$ cat src/rtl/timer_share_arb.sv
// Round-robin arbiter that time-shares one down-counting delay timer among NUM_REQ requesters.
// Optional macro TIMER_ARB_PRESCALE_EN inserts a 0..PRESCALE_MAX prescaler in front of the counter.
module timer_share_arb #(
  parameter int NUM_REQ      = 4,
  parameter int CNT_WIDTH    = 25,
  parameter int PRESCALE_MAX = 49
) (
  input  logic                         sys_clk,
  input  logic                         sys_rst_n,
  input  logic [NUM_REQ-1:0]           req,
  input  logic [NUM_REQ*CNT_WIDTH-1:0] dly_flat,
  output logic [NUM_REQ-1:0]           gnt,
  output logic [NUM_REQ-1:0]           done,
  output logic                         busy
);

  localparam int IDX_W = (NUM_REQ < 2) ? 1 : $clog2(NUM_REQ);

  typedef enum logic {IDLE = 1'b0, RUN = 1'b1} state_t;

  state_t               state, state_nxt;
  logic [IDX_W-1:0]     ptr, ptr_nxt;
  logic [IDX_W-1:0]     gidx, gidx_nxt;
  logic [CNT_WIDTH-1:0] cnt, cnt_nxt;
  logic [NUM_REQ-1:0]   gnt_nxt, done_nxt;
  logic                 busy_nxt;
  logic [NUM_REQ-1:0]   elig;
  logic                 pick_vld;
  logic [IDX_W-1:0]     pick;
  logic                 own_req;
  logic                 tick;
  logic                 grant_edge;
  logic                 finish;

  // A requester whose done pulse is showing cannot win again until it has had a chance to drop req.
  assign elig       = req & ~done;
  assign own_req    = req[gidx];
  assign grant_edge = (state == IDLE) && pick_vld;
  assign finish     = (state == RUN) && own_req && tick && (cnt == '0);

  // Search ptr, ptr+1, ... with wrap; descending loop so the nearest hit wins.
  always_comb begin
    int j;
    j        = 0;
    pick_vld = 1'b0;
    pick     = ptr;
    for (int k = NUM_REQ - 1; k >= 0; k--) begin
      j = int'(ptr) + k;
      if (j >= NUM_REQ) j = j - NUM_REQ;
      if (elig[j[IDX_W-1:0]]) begin
        pick_vld = 1'b1;
        pick     = j[IDX_W-1:0];
      end
    end
  end

`ifdef TIMER_ARB_PRESCALE_EN
  localparam int PS_W = (PRESCALE_MAX < 1) ? 1 : $clog2(PRESCALE_MAX + 1);

  logic [PS_W-1:0] pscnt;

  // Prescaler phase is realigned on every grant so each grant lasts an exact multiple of the period.
  always_ff @(posedge sys_clk or negedge sys_rst_n) begin
    if (!sys_rst_n)                        pscnt <= '0;
    else if (grant_edge)                   pscnt <= '0;
    else if (pscnt == PS_W'(PRESCALE_MAX)) pscnt <= '0;
    else                                   pscnt <= pscnt + 1'b1;
  end

  assign tick = (pscnt == PS_W'(PRESCALE_MAX));
`else
  assign tick = (PRESCALE_MAX >= 0) | 1'b1;
`endif

  always_ff @(posedge sys_clk or negedge sys_rst_n) begin
    if (!sys_rst_n) begin
      state <= IDLE;
      ptr   <= '0;
      gidx  <= '0;
      cnt   <= '0;
      gnt   <= '0;
      done  <= '0;
      busy  <= 1'b0;
    end else begin
      state <= state_nxt;
      ptr   <= ptr_nxt;
      gidx  <= gidx_nxt;
      cnt   <= cnt_nxt;
      gnt   <= gnt_nxt;
      done  <= done_nxt;
      busy  <= busy_nxt;
    end
  end

  always_comb begin
    state_nxt = state;
    ptr_nxt   = ptr;
    gidx_nxt  = gidx;
    cnt_nxt   = cnt;
    case (state)
      IDLE: begin
        if (pick_vld) begin
          state_nxt = RUN;
          gidx_nxt  = pick;
          ptr_nxt   = (pick == IDX_W'(NUM_REQ - 1)) ? '0 : pick + 1'b1;
          cnt_nxt   = dly_flat[int'(pick)*CNT_WIDTH +: CNT_WIDTH];
        end
      end
      RUN: begin
        if (!own_req) begin
          state_nxt = IDLE;
        end else if (tick) begin
          if (cnt == '0) state_nxt = IDLE;
          else           cnt_nxt   = cnt - 1'b1;
        end
      end
      default: state_nxt = IDLE;
    endcase
  end

  always_comb begin
    gnt_nxt  = '0;
    done_nxt = '0;
    busy_nxt = 1'b0;
    case (state)
      IDLE: begin
        if (pick_vld) begin
          gnt_nxt[pick] = 1'b1;
          busy_nxt      = 1'b1;
        end
      end
      RUN: begin
        if (finish) begin
          done_nxt[gidx] = 1'b1;
        end else if (own_req) begin
          gnt_nxt  = gnt;
          busy_nxt = 1'b1;
        end
      end
      default: ;
    endcase
  end

endmodule

$ cat config.mk
export PLATFORM = sky130hd
export DESIGN_NAME = timer_share_arb
export DESIGN_NICKNAME = d
export VERILOG_FILES = /design/src/rtl/timer_share_arb.sv
export SDC_FILE = /design/constraint.sdc
export NUM_CORES = 1
export LEC_CHECK = 0
export CAP_MARGIN = 15
export CORE_AREA = 2 2 82 84
export CTS_BUF_LIST = sky130_fd_sc_hd__clkbuf_4
export DETAILED_ROUTE_END_ITERATION = 12
export DIE_AREA = 0 0 84 86
export GPL_ROUTABILITY_DRIVEN = 0
export PLACE_DENSITY = 0.86
export SETUP_SLACK_MARGIN = 0.3
export SYNTH_ARGS = -nofsm -noshare
export SYNTH_HDL_FRONTEND = slang
export SYNTH_SLANG_ARGS = --single-unit
$ cat constraint.sdc
create_clock -name sys_clk -period 4.36 [get_ports sys_clk]
set_clock_uncertainty 0.1 [all_clocks]
set_input_delay 1.09 -clock sys_clk [delete_from_list [all_inputs] [get_ports sys_clk]]
set_output_delay 1.09 -clock sys_clk [all_outputs]
set_load 0.02 [all_outputs]
# After elaboration in Yosys (flattened, before gate mapping)
# Index checks and enable logic that the tools add are counted.
[totals]
regBits = 39
latch_bits = 0
ram_bits = 0
rom_bits = 0
inputBits = 106
output_inout_bits = 9
wordCells = 89
n_memories = 0
[op_classes]
addsub = 9
mul = 1
div = 0
n_lt_le_gt_ge = 12
eq_ne = 5
n_shift = 1
n_mux = 44
n_bitwise = 3
reduce_logical = 7
[ops]
columns = ["op", "count"]
rows = [
  ["100-bit by 8-bit indexed part select with 25-bit output", 1],
  ["25-bit two-way mux", 3],
  ["25-bit case mux with 2 select lines", 1],
  ["25-bit zero test", 1],
  ["25-bit by 1-bit subtractor with 25-bit output (second input constant)", 1],
  ["4-bit two-way mux", 5],
  ["2-bit by 3-bit less-than comparator with 1-bit output (second input constant)", 6],
  ["2-bit two-way mux", 9],
  ["1-bit two-way mux", 16],
  ["1-bit binary-select mux with 2-bit select", 5],
  ["3-bit >= comparator (second input constant)", 3],
  ["4-bit case mux with 2 select lines", 1],
  ["2-bit by 1-bit subtractor with 2-bit output (second input constant)", 4],
  ["2-bit by 5-bit multiplier with 7-bit output (second input constant)", 1],
  ["2-bit by 2-bit adder with 3-bit output (second input constant)", 2],
  ["4-bit AND", 1],
  ["1-bit demux with 2-bit select", 2],
  ["2-bit by 1-bit >= comparator with 1-bit output (second input constant)", 2],
  ["1-bit logical AND", 4],
  ["2-bit != test (second input constant)", 2],
  ["4-bit inverter", 1],
  ["1-bit case mux with 2 select lines", 2],
  ["2-bit by 1-bit adder with 3-bit output (second input constant)", 1],
  ["2-bit by 3-bit >= comparator with 1-bit output (second input constant)", 1],
  ["7 further kinds", 7],
]

# Depth between registers and ports, before layout
# Gate-level depths: netlist of the first run.
[depth]
word_depth = 15
ltp_mapped = 11
mapped_depth_nobuf = 9

# Least setup slack after synthesis of the first run
# Ideal clock, no wire load.
[synth_path]
path_kind = "input port to flip-flop"
startpoint = "input req[3]"
endpoint = "register cnt[18]"
setup_ns = 0.142
arrival_time_ns = 2.734
setup_slack_ns = 1.384
path_stages = 7
path_buffers = 1
cell_sequence = "nor2b_1 -> o22ai_1 -> a211o_1 -> nor3_1 -> clkbuf_1 -> and3_1 -> a211oi_2"
[synth_between]
elab_chain_cells = 11
[synth_lines]
columns = ["element", "line", "text"]
rows = [
  ["start, declared", "10", "input logic [NUM_REQ-1:0] req,"],
  ["4-bit AND", "36", "assign elig = req & ~done;"],
  ["1-bit binary-select mux with 2-bit select", "50", "if (elig[j[IDX_W-1:0]]) begin"],
  ["1-bit two-way mux (not written as such)", "50", ""],
  ["2-bit two-way mux (4 in a row)", "50", ""],
  ["2-bit by 5-bit multiplier with 7-bit output", "106", "cnt_nxt = dly_flat[int'(pick)*CNT_WIDTH +: CNT_WIDTH];"],
  ["100-bit by 8-bit indexed part select with 25-bit output", "106", ""],
  ["25-bit two-way mux", "102", "if (pick_vld) begin"],
  ["25-bit case mux with 2 select lines", "100", "case (state)"],
  ["end signal, assigned", "88", "cnt <= cnt_nxt;"],
  ["end, declared", "24", "logic [CNT_WIDTH-1:0] cnt, cnt_nxt;"],
]
# Parallel ways exist; a longest one is shown, timed or not. The select of a mux whose other input is x is not followed.
# A chain may end at the register's enable or synchronous reset.

# Final worst setup path of the first run
[layout_path]
startpoint = "input req[3]"
endpoint = "register cnt[14]"
# The elaborated chain is that of the path after synthesis.

==> flow_metrics.env, run 1 <==
export IMPL_initial_utilization_pct=48.53
export IMPL_power_ir_vdd_worst_mv=0.2850
export IMPL_final_min_period_over_clock_period_pct=80.25
export IMPL_p_sw_uw=1175
export IMPL_nFillCells=519
export IMPL_cts_tree="yes"
export IMPL_run_status="completed"
export IMPL_timing_final_hold_violations=0
export IMPL_synth_net_count=493
export IMPL_worst_path_max_fanout=24
export IMPL_portBuffers=114
export IMPL_die_x_um=84
export IMPL_clock_sinks=39
export IMPL_setup_viol=0
export IMPL_cpMaxStageDelayCell="sky130_fd_sc_hd__nor2_2"
export IMPL_end_kind="flop"
export IMPL_clock_root_buffer="sky130_fd_sc_hd__clkbuf_4"
export IMPL_clkPwrFrac_pct=9.9
export IMPL_place_detailed_hpwl_mm=6.974
export IMPL_insertion_delay_ns=0.36
export IMPL_synth_lib_cells_used_distinct=59
export IMPL_synth_top_family_by_area="simple AND/OR/NAND/NOR gates"
export IMPL_synth_area_top_cells="sky130_fd_sc_hd__dfrtp_1, sky130_fd_sc_hd__nand2_1, sky130_fd_sc_hd__mux2i_1"
export IMPL_die_y_um=86
export IMPL_viasPerCell=6.016
export IMPL_post_synth_cell_area_avg_um2=7.934
export IMPL_grt_start_max_net_pins=40
export IMPL_fmaxAchievable_mhz=285.8
export IMPL_h_tree_depth=2
export IMPL_share_comb_of_total_power_pct=59.2
export IMPL_yosys_area_share_xor_xnor_pct=0
export IMPL_drtIter0Drc=339
export IMPL_netlist_top_cells_count="sky130_fd_sc_hd__nand2_1, sky130_fd_sc_hd__dfrtp_1, sky130_fd_sc_hd__nand3_1, sky130_fd_sc_hd__nor2_1, sky130_fd_sc_hd__mux2i_1"
export IMPL_synth_yosys_warnings=0
export IMPL_leakagePower_uw=0.001832
export IMPL_max_stage_delay_ns=0.82
export IMPL_grt_setup_unrepaired="no"
export IMPL_numPlacedInstances=558
export IMPL_synth_compound_gate_area_share_pct=24.60
export IMPL_sw_frac_of_total_pct=47.71
export IMPL_holdCritStartpoint="gnt[3]"
export IMPL_synth_simple_gate_area_share_pct=30.14
export IMPL_path_clk_slew_ns=0.12
export IMPL_netlist_top_cell_by_area="sky130_fd_sc_hd__dfrtp_1"
export IMPL_drv_slew=0
export IMPL_synth_enable_flop_cells=0
export IMPL_synth_top_flop_cell="sky130_fd_sc_hd__dfrtp_1"
export IMPL_slew_headroom_pct=28.20
export IMPL_worst_endpoint_arrival_ns=3.64
export IMPL_core_area_mm2=0.006277
export IMPL_synth_fa_ha_area_share_pct=1.232
export IMPL_io_pins=115
export IMPL_dr_total_vias=3405
export IMPL_p_seq_share_pct=30.9
export IMPL_cts_buffer_depth=2
export IMPL_ys_seq_area_share_pct=32.03
export IMPL_required_ns=4.50
export IMPL_drc=0
export IMPL_yosys_mux_area_fraction_pct=7.310
export IMPL_cts_hold_bufs=0
export IMPL_drt_antenna_violating_nets=0
export IMPL_worst_setup_path_type="in -> reg"
export IMPL_proportion_of_layout_cells_with_a_drive_suffix_above_1_pct=6.953
export IMPL_postCtsSetupBuffers=0
export IMPL_worstPathCellList="clkdlybuf4s50_1 -> nor2b_1 -> nor2_1 -> a31o_2 -> nor2_2 -> and3_1 -> a211oi_2"
export IMPL_number_of_buffers_created_by_cts=5
export IMPL_grt_overflow_total=0
export IMPL_final_min_clock_period_ns=3.499
export IMPL_drt_pass1_iter_count=5
export IMPL_tightest_slew_ns=1.076
export IMPL_finalNonFillerCells=566
export IMPL_die_area_mm2=0.007224
export IMPL_netlist_instances=384
export IMPL_routed_wire_length_mm=9.470
export IMPL_cellPowerDensity_mw_per_mm2=570.6
export IMPL_cellInternalPower_uw=1288
export IMPL_first_global_vias=3338
export IMPL_worst_setup_path_startpoint="req[3]"
export IMPL_drv_cap=0
export IMPL_antenna_cells=0
export IMPL_worst_r2r_startpoint="cnt[9]"
export IMPL_groute_usage_overall_pct=26.14
export IMPL_yosys_cell_count_top_type="sky130_fd_sc_hd__nand2_1"
export IMPL_area_delta_synth_final_pct=41.72
export IMPL_synth_async_reset_ratio_pct=100.0
export IMPL_antenna_violations_before_repair=0
export IMPL_floorplan_rows=29
export IMPL_setup_tns_final_ns=0
export IMPL_grt_first_pass_wirelength_mm=15.50
export IMPL_fin_worst_hold_slack_ns=0.4241
export IMPL_critPathLaunchType="input pin"
export IMPL_worstHoldPathType="reg -> reg"
export IMPL_yosysTopAreaCellShare_pct=32.03
export IMPL_postSynthRegisterBits=39
export IMPL_cts_repair_resized=0
export IMPL_fin_nets=597
export IMPL_post_drt_wl_per_cell_um=16.73
export IMPL_post_synth_instance_area_mm2=0.003047
## path summary, 6_finish.rpt
path,end,slack (ns),depth (start not counted)
hold reg to reg,gnt[3],0.42,1
max in group asynchronous,cnt[17],2.87,1
setup / recovery,cnt[14],0.86,7
hold / removal,gnt[3],0.42,1
min in group asynchronous,gnt[0],0.73,1
setup reg to reg,cnt[11],1.59,7
## registers in the layout, summed over array words and instances (netlist names)
register and cells:
busy 1, gidx 2, done 4, cnt 25, state 1, gnt 4, ptr 2
## area by class of cell
class | count | area [um2] | area share, %
repair buffers | 122 | 1196 | 27.70
clock inverters | 3 | 38.79 | 0.8983
inverters | 10 | 37.54 | 0.8693
multi-input cells | 310 | 1936 | 44.83
clock buffers | 5 | 37.54 | 0.8693
well taps | 77 | 96.34 | 2.231
flip-flops and latches | 39 | 975.9 | 22.60
## worst max-delay path: cells and delay by family
kind | cells | cell delay, ns
simple gates | 4 | 1.64
buf+inv | 1 | 0.49
compound gates | 2 | 0.39
## stage by stage
stage / util (%) / total power [uW] / worst slack, ns / area (um2)
2_1_floorplan: - / 1756 / 1.384 / 3047
4_1_cts: 68.79 / 2455 / 0.8926 / 4318
6_report: 68.79 / 2464 / 0.8609 / 4318
3_5_place_dp: 67.57 / 2208 / 0.5095 / 4242
3_3_place_gp: 67.57 / 2148 / 0.6611 / 4242
5_1_grt: 68.79 / 2651 / 0.6664 / 4318
## layout by cell type, fill, tap and decap left out, types with 4 or more instances in the layout
master,netlist,routed
sky130_fd_sc_hd__o211a_1,10,10
sky130_fd_sc_hd__a32oi_1,10,10
sky130_fd_sc_hd__clkbuf_4,0,5
sky130_fd_sc_hd__nor2b_1,4,4
sky130_fd_sc_hd__mux2i_1,20,20
sky130_fd_sc_hd__nand2_1,91,91
sky130_fd_sc_hd__nand4_1,4,4
sky130_fd_sc_hd__and3_1,4,4
sky130_fd_sc_hd__nand3_1,25,25
sky130_fd_sc_hd__or4_1,4,4
sky130_fd_sc_hd__clkdlybuf4s50_1,0,113
sky130_fd_sc_hd__o21ai_1,4,4
sky130_fd_sc_hd__a31oi_1,5,5
sky130_fd_sc_hd__nand2b_1,5,5
sky130_fd_sc_hd__nor3_1,13,12
sky130_fd_sc_hd__a22o_1,5,5
sky130_fd_sc_hd__a21oi_1,9,9
sky130_fd_sc_hd__a211oi_1,4,4
sky130_fd_sc_hd__buf_4,0,8
sky130_fd_sc_hd__nor4_1,5,5
sky130_fd_sc_hd__o21ai_0,15,15
sky130_fd_sc_hd__nor2_1,24,23
sky130_fd_sc_hd__inv_1,9,8
sky130_fd_sc_hd__a32o_1,4,4
sky130_fd_sc_hd__dfrtp_1,39,39
## power groups by stage
stage / sequential (uW) / clock (uW) / combinational (uW)
6_report: 761 / 245 / 1460
5_1_grt: 788 / 262 / 1600
4_1_cts: 754 / 246 / 1450
3_5_place_dp: 763 / 0 / 1440
3_3_place_gp: 749 / 0 / 1400
2_1_floorplan: 696 / 0 / 1060
## logic make-up (layout without fill, tap and decap cells)
group	after synthesis	in the layout
buffers and inverters	35	140
AO/OA/AOI/OAI	95	95
flip-flops	39	39
adder cells (fa/ha/maj)	3	3
AND/OR/NAND/NOR	191	191
multiplexers	21	21
## routing by layer
metal | global-route usage (%) | wire [um] | vias to the layer above
met2 | 47.35 | 4723 | 176
met1 | 32.09 | 3831 | 1583
met3 | 4.620 | 752 | 21
met4 | 7.185 | 162 | 0
met5 | 0 | 0 | -
li1 | - | - | 1625
No activity file was read; power rests on OpenSTA's default activity.
==> inputs of run 2 (changes only) <==
--- a/config.mk
+++ b/config.mk
@@ -6,12 +6,12 @@
 export NUM_CORES = 1
 export LEC_CHECK = 0
 export CAP_MARGIN = 15
-export CORE_AREA = 2 2 82 84
+export CORE_AREA = 2 2 89 91
 export CTS_BUF_LIST = sky130_fd_sc_hd__clkbuf_4
 export DETAILED_ROUTE_END_ITERATION = 12
-export DIE_AREA = 0 0 84 86
+export DIE_AREA = 0 0 91 93
 export GPL_ROUTABILITY_DRIVEN = 0
-export PLACE_DENSITY = 0.86
+export PLACE_DENSITY = 0.78
 export SETUP_SLACK_MARGIN = 0.3
 export SYNTH_ARGS = -nofsm -noshare
 export SYNTH_HDL_FRONTEND = slang
==> constraint.sdc (replaced) <==
create_clock -name sys_clk -period 2.96 [get_ports sys_clk]
set_clock_uncertainty 0.1 [all_clocks]
set_input_delay 0.74 -clock sys_clk [delete_from_list [all_inputs] [get_ports sys_clk]]
set_output_delay 0.74 -clock sys_clk [all_outputs]
set_load 0.02 [all_outputs]
==> flow_metrics.env, run 2 (synthesis results as in run 1) <==
export IMPL_run_status="completed"
export IMPL_share_comb_of_total_power_pct=63.7
export IMPL_final_min_period_over_clock_period_pct=86.48
export IMPL_power_ir_vdd_worst_mv=0.3571
export IMPL_cellPowerDensity_mw_per_mm2=846.9
export IMPL_clock_root_buffer="sky130_fd_sc_hd__clkbuf_4"
export IMPL_clock_sinks=39
export IMPL_critPathLaunchType="flop"
export IMPL_groute_usage_overall_pct=23.66
export IMPL_h_tree_depth=2
export IMPL_grt_first_pass_wirelength_mm=16.39
export IMPL_path_clk_slew_ns=0.13
export IMPL_antenna_violations_before_repair=0
export IMPL_die_area_mm2=0.008463
export IMPL_drt_pass1_iter_count=5
export IMPL_core_area_mm2=0.007527
export IMPL_drt_antenna_violating_nets=0
export IMPL_tightest_slew_ns=0.8872
export IMPL_postLayoutCoreUtil_pct=62.13
export IMPL_top_register="cnt"
export IMPL_setup_viol=0
export IMPL_mostFrequentLayoutCell="sky130_fd_sc_hd__clkdlybuf4s50_1"
export IMPL_floorplan_rows=32
export IMPL_proportion_of_layout_cells_with_a_drive_suffix_above_1_pct=14.09
export IMPL_io_pins=115
export IMPL_nFillCells=656
export IMPL_mostFrequentLayoutCells="sky130_fd_sc_hd__clkdlybuf4s50_1, sky130_fd_sc_hd__nand2_1, sky130_fd_sc_hd__dfrtp_1"
export IMPL_drv_slew=0
export IMPL_slew_headroom_pct=40.85
export IMPL_timing_final_hold_violations=0
export IMPL_final_min_clock_period_ns=2.560
export IMPL_p_sw_uw=1873
export IMPL_grt_start_max_net_pins=40
export IMPL_stdcell_area_mm2=0.004677
export IMPL_drv_cap=0
export IMPL_initial_utilization_pct=40.48
export IMPL_sw_frac_of_total_pct=47.28
export IMPL_worst_path_max_fanout=11
export IMPL_required_ns=3.13
export IMPL_worst_setup_path_type="reg -> reg"
export IMPL_end_kind="flop"
export IMPL_cts_buffer_depth=2
export IMPL_leakagePower_uw=0.002015
export IMPL_post_dp_cell_area_mm2=0.004441
export IMPL_cts_tree="yes"
export IMPL_drc=0
export IMPL_die_x_um=91
export IMPL_viasPerCell=5.750
export IMPL_cts_hold_bufs=0
export IMPL_dr_total_vias=3565
export IMPL_place_detailed_hpwl_mm=7.540
export IMPL_routed_wire_length_mm=10.14
export IMPL_grt_setup_unrepaired="yes"
export IMPL_worst_endpoint_arrival_ns=2.73
export IMPL_drtIter0Drc=322
export IMPL_largest_register_ffs=25
export IMPL_cellInternalPower_uw=2088
export IMPL_insertion_delay_ns=0.36
export IMPL_area_delta_synth_final_pct=53.51
export IMPL_p_seq_share_pct=29.1
export IMPL_antenna_cells=0
export IMPL_clkPwrFrac_pct=7.2
export IMPL_fin_nets=626
export IMPL_first_global_vias=3507
export IMPL_grt_overflow_total=0
export IMPL_die_y_um=93
export IMPL_fmaxAchievable_mhz=390.7
export IMPL_worstHoldPathType="in -> async"
export IMPL_number_of_buffers_created_by_cts=5
export IMPL_biggestRegsByFlops="cnt: 25 flops, done: 4 flops, gnt: 4 flops"
export IMPL_post_drt_wl_per_cell_um=16.36
export IMPL_portBuffers=114
==> run 2: cell count changes in the layout (fill, tap and decap cells not counted), sizes merged <==
cell,before,now
buf,9,37
bufinv,1,0
clkbuf,5,6
clkdlybuf4s50,113,112
clkinvlp,0,1
dlymetal6s2s,0,1
==> run 2: critical path: stages, from the launching register on <==
cell,delay (ns)
sky130_fd_sc_hd__dfrtp_2,0.45
sky130_fd_sc_hd__or4_4,0.58
sky130_fd_sc_hd__nor4_4,0.32
sky130_fd_sc_hd__a41oi_4,0.24
sky130_fd_sc_hd__nor2_8,0.16
sky130_fd_sc_hd__inv_2,0.07
sky130_fd_sc_hd__buf_4,0.18
sky130_fd_sc_hd__nand4_1,0.11
sky130_fd_sc_hd__o31ai_1,0.08
sky130_fd_sc_hd__a211oi_1,0.19
==> run 2: path summary, 6_finish.rpt <==
check	depth (start not counted)	start	to	slack (ns)
hold reg to reg	1	gnt[1]	gnt[1]	0.43
max in group asynchronous	1	sys_rst_n	cnt[10]	1.77
min in group sys_clk	1	gnt[1]	gnt[1]	0.43
setup reg to reg	9	cnt[10]	cnt[19]	0.40
setup / recovery	9	cnt[10]	cnt[19]	0.40
hold / removal	1	sys_rst_n	done[1]	0.37
==> run 2: metrics by stage <==
stage               power (uW)  hold slack (ns)  worst slack, ns  cells  TNS (ns)
CTS                       3747           0.4004           0.3170    612         0
detailed placement        3448           0.3996          -0.1994    602    -3.319
global placement          3375           0.4060         -0.06774    602   -0.7188
finish                    3961           0.3733           0.4003    620         0
global route              4242           0.4380           0.2813    620         0
floorplan                 2587           0.3444           0.3341    384         0
==> run 2: final cells by class <==
cell class | count | area [um2] | area share, %
multi-input combinational | 310 | 2003 | 42.83
tap | 102 | 127.6 | 2.729
clock inverter | 3 | 20.02 | 0.4280
sequential | 39 | 977.2 | 20.89
timing repair buffer | 151 | 1474 | 31.51
inverter | 10 | 37.54 | 0.8026
clock buffer | 5 | 37.54 | 0.8026
==> run 2: per-layer routing <==
layer | vias up | wire length [um] | global-route usage, %
met2 | 182 | 4948 | 41.98
met4 | 0 | 219 | 8.207
li1 | 1684 | - | -
met5 | - | 0 | 0
met3 | 25 | 745 | 4.593
met1 | 1674 | 4229 | 28.72
==> run 2: power by group through the flow <==
stage               combinational [uW]  clock [uW]  sequential (uW)
global route                      2740         310             1190
detailed placement                2310           0             1140
finish                            2520         287             1150
global placement                  2250           0             1120
CTS                               2330         290             1130
floorplan                         1560           0             1030
==> run 2: what timing repair did <==
item                       4_1_cts  5_1_grt
setup buffers                    2        7
cloned                           0        1
setup endpoints to repair       22       23
pin swaps                        1        7
gates resized for setup          4       19
